$ cat src/rtl/vga_arb_pkg.sv
// rtl/vga_arb_pkg.sv - shared constants, state encoding and helpers for the VGA write arbiter
package vga_arb_pkg;

  localparam int SCR_W = 240;
  localparam int SCR_H = 320;
  localparam int X_W   = 8;
  localparam int Y_W   = 9;
  localparam int C_W   = 3;

  localparam logic [0:0] ARB = 1'b0;
  localparam logic [0:0] OWN = 1'b1;

  localparam logic [C_W-1:0] WHITE = 3'b111;
  localparam logic [C_W-1:0] BLACK = 3'b000;

  typedef struct packed {
    logic [X_W-1:0] x;
    logic [Y_W-1:0] y;
    logic [C_W-1:0] c;
  } pixel_t;

  // Round-robin successor over indices 0..2; 2 wraps back to 0.
  function automatic logic [1:0] next_idx(input logic [1:0] i);
    return (i == 2'd2) ? 2'd0 : i + 2'd1;
  endfunction

  // True when the pixel lands on the visible screen area.
  function automatic logic in_screen(input logic [X_W-1:0] px, input logic [Y_W-1:0] py);
    return (px < X_W'(SCR_W)) && (py < Y_W'(SCR_H));
  endfunction

endpackage

$ cat src/rtl/rr_pick3.sv
// rtl/rr_pick3.sv - combinational 3-way round-robin selector starting at ptr
module rr_pick3
  import vga_arb_pkg::*;
(
  input  logic [2:0] valid,
  input  logic [1:0] ptr,
  output logic [1:0] win,
  output logic       any
);

  logic [2:0] rot;
  logic [1:0] off;
  logic [2:0] sum;

  // Rotate so rot[0] is the pointer's requester, then take the first set bit and map back.
  always_comb begin
    any = |valid;
    case (ptr)
      2'd1:    rot = {valid[0], valid[2], valid[1]};
      2'd2:    rot = {valid[1], valid[0], valid[2]};
      default: rot = valid;
    endcase
    if (rot[0])      off = 2'd0;
    else if (rot[1]) off = 2'd1;
    else             off = 2'd2;
    sum = {1'b0, ptr} + {1'b0, off};
    win = (sum >= 3'd3) ? 2'(sum - 3'd3) : sum[1:0];
  end

endmodule

$ cat src/rtl/vga_write_arbiter.sv
// rtl/vga_write_arbiter.sv - burst round-robin arbiter for the VGA pixel-write port (option: VGA_ARB_CLIP_EN)
module vga_write_arbiter
  import vga_arb_pkg::*;
#(
  parameter int NREQ          = 3,
  parameter int BURST_TIMEOUT = 16
) (
  input  logic                  clk50M,
  input  logic                  rst,
  input  logic [NREQ-1:0]       req_valid,
  input  logic [NREQ-1:0]       req_last,
  input  logic [NREQ*X_W-1:0]   req_x,
  input  logic [NREQ*Y_W-1:0]   req_y,
  input  logic [NREQ*C_W-1:0]   req_color,
  output logic [NREQ-1:0]       req_ready,
  output logic [X_W-1:0]        x,
  output logic [Y_W-1:0]        y,
  output logic [C_W-1:0]        color,
  output logic                  write_en,
`ifdef VGA_ARB_CLIP_EN
  output logic                  clip_pulse,
`endif
  output logic                  busy,
  output logic [1:0]            owner
);

  localparam int TW = $clog2(BURST_TIMEOUT + 1);

  logic [0:0]    state;
  logic [1:0]    ptr;
  logic [1:0]    owner_q;
  logic [TW-1:0] tcnt;

  logic [1:0]    win;
  logic          any;
  logic          own_valid;
  logic          own_last;
  pixel_t        own_pix;
  logic          accept;
  logic          timed_out;

  rr_pick3 u_pick (
    .valid (req_valid),
    .ptr   (ptr),
    .win   (win),
    .any   (any)
  );

  // Steer the current owner's stream slice onto internal wires.
  always_comb begin
    own_valid = 1'b0;
    own_last  = 1'b0;
    own_pix   = '0;
    case (owner_q)
      2'd0: begin
        own_valid = req_valid[0];
        own_last  = req_last[0];
        own_pix   = {req_x[7:0], req_y[8:0], req_color[2:0]};
      end
      2'd1: begin
        own_valid = req_valid[1];
        own_last  = req_last[1];
        own_pix   = {req_x[15:8], req_y[17:9], req_color[5:3]};
      end
      2'd2: begin
        own_valid = req_valid[2];
        own_last  = req_last[2];
        own_pix   = {req_x[23:16], req_y[26:18], req_color[8:6]};
      end
      default: ;
    endcase
  end

  // Ready is a pure decode of registered state so the arbitration cycle never grants.
  always_comb begin
    req_ready = '0;
    if (state == OWN) begin
      case (owner_q)
        2'd0:    req_ready = 3'b001;
        2'd1:    req_ready = 3'b010;
        2'd2:    req_ready = 3'b100;
        default: req_ready = 3'b000;
      endcase
    end
  end

  assign accept    = (state == OWN) && own_valid;
  assign timed_out = (state == OWN) && !own_valid && (tcnt == TW'(BURST_TIMEOUT - 1));
  assign busy      = (state == OWN);
  assign owner     = owner_q;

  // Ownership sequencing: grant in ARB, release on accepted last or idle timeout.
  always_ff @(posedge clk50M or posedge rst) begin
    if (rst) begin
      state   <= ARB;
      ptr     <= 2'd0;
      owner_q <= 2'd0;
      tcnt    <= '0;
    end else begin
      case (state)
        ARB: begin
          tcnt <= '0;
          if (any) begin
            owner_q <= win;
            state   <= OWN;
          end
        end
        default: begin
          if (accept) begin
            tcnt <= '0;
            if (own_last) begin
              state <= ARB;
              ptr   <= next_idx(owner_q);
            end
          end else if (timed_out) begin
            tcnt  <= '0;
            state <= ARB;
            ptr   <= next_idx(owner_q);
          end else begin
            tcnt <= tcnt + TW'(1);
          end
        end
      endcase
    end
  end

  // Adapter-side registers: one write strobe per accepted pixel, data held otherwise.
  always_ff @(posedge clk50M or posedge rst) begin
    if (rst) begin
      x        <= '0;
      y        <= '0;
      color    <= BLACK;
      write_en <= 1'b0;
`ifdef VGA_ARB_CLIP_EN
      clip_pulse <= 1'b0;
`endif
    end else begin
`ifdef VGA_ARB_CLIP_EN
      write_en   <= accept && in_screen(own_pix.x, own_pix.y);
      clip_pulse <= accept && !in_screen(own_pix.x, own_pix.y);
`else
      write_en <= accept;
`endif
      if (accept) begin
        x     <= own_pix.x;
        y     <= own_pix.y;
        color <= own_pix.c;
      end
    end
  end

endmodule

$ cat config.mk
export PLATFORM = sky130hd
export DESIGN_NAME = vga_write_arbiter
export DESIGN_NICKNAME = d
export VERILOG_FILES = /design/src/rtl/vga_arb_pkg.sv /design/src/rtl/rr_pick3.sv /design/src/rtl/vga_write_arbiter.sv
export SDC_FILE = /design/constraint.sdc
export NUM_CORES = 1
export LEC_CHECK = 0
export BUFFER_PORTS_ARGS = -buffer_cell sky130_fd_sc_hd__buf_2
export CORE_UTILIZATION = 30
export DETAILED_ROUTE_END_ITERATION = 8
export PLACE_DENSITY_LB_ADDON = 0.05
export SYNTH_ARGS = -nofsm -noshare
export SYNTH_HDL_FRONTEND = slang
export SYNTH_HIERARCHICAL = 1
export SYNTH_SLANG_ARGS = --single-unit
$ cat constraint.sdc
create_clock -name clk50M -period 6.5 [get_ports clk50M]
set_clock_uncertainty 0.05 [all_clocks]
set_input_delay 1.3 -clock clk50M [delete_from_list [all_inputs] [get_ports clk50M]]
set_output_delay 1.3 -clock clk50M [all_outputs]
set_load 0.01 [all_outputs]
==> out/metrics.cfg <==
[worst_setup_path]
r2r_slack_ns=3.59
criticalPathCategory=input port to flop
start_kind=input port
required_ns=6.61
worstRegToRegCells=12
cp.arrival_ns=3.48
r2r-end=owner[0]
worstSetupEndpointType=flop
rr_startpoint=ptr[0]
path_max_fanout=5

[floorplan]
die-area_sq_mm=0.00680
start_util_pct=31.9
row_count=28
ios=95
core-area_sq_mm=0.00610
die_h_um=82.5
fp.dieW_um=82.5

[sta]
fin_crit_sh_pct=51.9
final-hold-violation-count=0
setup_slack_ns=3.13
slew_viol_final=0
period_minus_slack_ns=3.37
tns_ns=0
maxSlewHeadroom_pct=52.0
setup_violations=0
rsz0062_at_grt=no
fmax_mhz=296
worst_pin_slew_ns=0.720

[routing]
drtIter0Drc=24
wl_per_cell_um=12.9
maxUsedRoutingLayer=met4
ant_nets=0
viasPerCell=4.65
drt-met1-wl_um=2080
wl_met3_um=283
num_vias=1640
drc_errors=0
drt_pre_antenna_iters=5
wirelength_um=4560
wl_met2_um=2180

[pwr]
p_leak_nw=1.31
clkPwrFrac_pct=12.7
power_density_mw_per_mm2=457
internal_power_uw=706
p_comb_share_pct=59.1
irDropWorstVdd_mv=0.233
p_total_mw=1.16
swShare_pct=39.3
switching_power_uw=458
seq_power_share_pct=28.2

[synth]
synth_cell_types=41
netlist_top_cells_area=dfrtp_1 (40%), mux2i_1 (11%), mux2_4 (7.7%)
synth-edff-count=0
syn_area_per_cell_sq_um=10.5
synth_cells=185
syn_nets=259
yosys.area.top_type=dfrtp_1
synth_common_cells=dfrtp_1 (31), nand2_1 (24), mux2i_1 (22)
ys_ff_latch=31
yosysMostFrequentCell=dfrtp_1
ys_async_sr_fraction_pct=100
synth_top_flop_cell=dfrtp_1
synth_top_area_share_pct=39.9
synth_warnings=6
seq_area_frac_synth_pct=39.9
synth_area_sq_mm=0.00194

[grt]
overflow=0
grt_pass1_wl_um=6790
grt_pass1_vias=1438
grt_max_degree=32
grt_use_total_pct=13.4
antenna_found_initial=0

[layout]
num_antenna_cells=0
fill_cells=637
finalCoreUtilization_pct=41.8
area_delta_synth_final_pct=31.2
fin_nets=352
finalInstanceArea_sq_mm=0.00255
post_route_cells_drive_above_1_share_pct=46.4

[placed_design]
dpl_cell_area_sq_mm=0.00246
io_buffers=94
gp_congestion=0.744
place_ws_ns=2.84
hpwl_um=3260

[min_path]
min_to=tcnt[0]
min-delay-start=tcnt[0]
hold_depth=1
hold_class=flop to flop

[cts]
clock_latency_ns=0.27
cts_sinks=31
root_buffer=clkbuf_8
cts.clk_slew.worst_paths_ns=0.06
cts_made_buffers=5
cts_tree=yes
ctsHoldBuffers=0
cts_resized=0
post-cts-setup-buffers=0
h-tree-depth=2
cts_buffer_depth=2

[outcome]
status=completed

[flow_run]
maxCapViolCount=0

[sequential cells by signal (all words and copies together) (netlist names)]
name,cells
busy,1
color,3
owner,2
ptr,2
tcnt,5
write_en,1
x,8
y,9
[layer usage]
layer,vias to the layer above,global-route usage [%]
met3,2,3.41
met1,755,16.4
met2,50,23.2
met5,-,0
li1,833,-
met4,0,3.68
[metrics by stage]
stage          instances  hold slack [ns]
3_3_place_gp         346            0.404
5_1_grt              353            0.440
3_5_place_dp         346            0.422
4_1_cts              353            0.429
2_1_floorplan        185            0.380
6_report             353            0.427
[placed cells by master (no fill, tap or decap), types with 6 or more instances in the layout]
master and count:
buf_2 94, dfrtp_1 31, nand2_1 24, mux2i_1 22, o21ai_0 19, mux2_2 11, mux2_4 10, inv_1 7
nor2_1 6, clkbuf_8 6
[cell type report]
type	count	area (sq um)	area share, %
well taps	75	93.8	3.68
clock inverters	1	5.00	0.196
multi-input cells	135	1070	41.9
inverters	8	30.0	1.18
flip-flops and latches	31	776	30.4
repair buffers	97	493	19.3
clock buffers	6	82.6	3.24
[cells by family after synthesis]
group           share of synthesized area, %
compound gates                          10.3
xor+xnor                               0.902
fa+ha+maj                               4.25
buf+inv                                 5.09
flops                                   39.9
mux                                     27.2
simple gates                            12.4
[worst max path at each step]
| stage | from | end | slack, ns | cells past startpoint |
|---|---|---|---|---|
| global placement | req_valid[2] | owner[0] | 2.91 | 12 |
| finish | req_valid[2] | owner[0] | 3.13 | 12 |
| floorplan | req_valid[2] | owner[0] | 3.14 | 11 |
| CTS | req_valid[2] | owner[0] | 3.14 | 12 |
| detailed placement | req_valid[2] | owner[0] | 2.84 | 12 |
| global route | req_valid[2] | owner[0] | 2.94 | 12 |
[power by group through the flow]
stage,sequential [mW],clock (mW),combinational (mW)
5_1_grt,0.337,0.160,0.770
2_1_floorplan,0.364,0,0.494
3_5_place_dp,0.333,0,0.705
4_1_cts,0.330,0.154,0.706
3_3_place_gp,0.331,0,0.706
6_report,0.329,0.148,0.689
[critical path, stage by stage]
cell and delay, ns:
buf_2 0.12, nand3b_1 0.17, o32a_1 0.29, nand2_1 0.07
ha_1 0.13, inv_1 0.05, fa_1 0.52, inv_1 0.06
ha_1 0.17, nor2b_1 0.22, o21ai_0 0.11, mux2_2 0.26
Power figures use the tool's default switching activity.
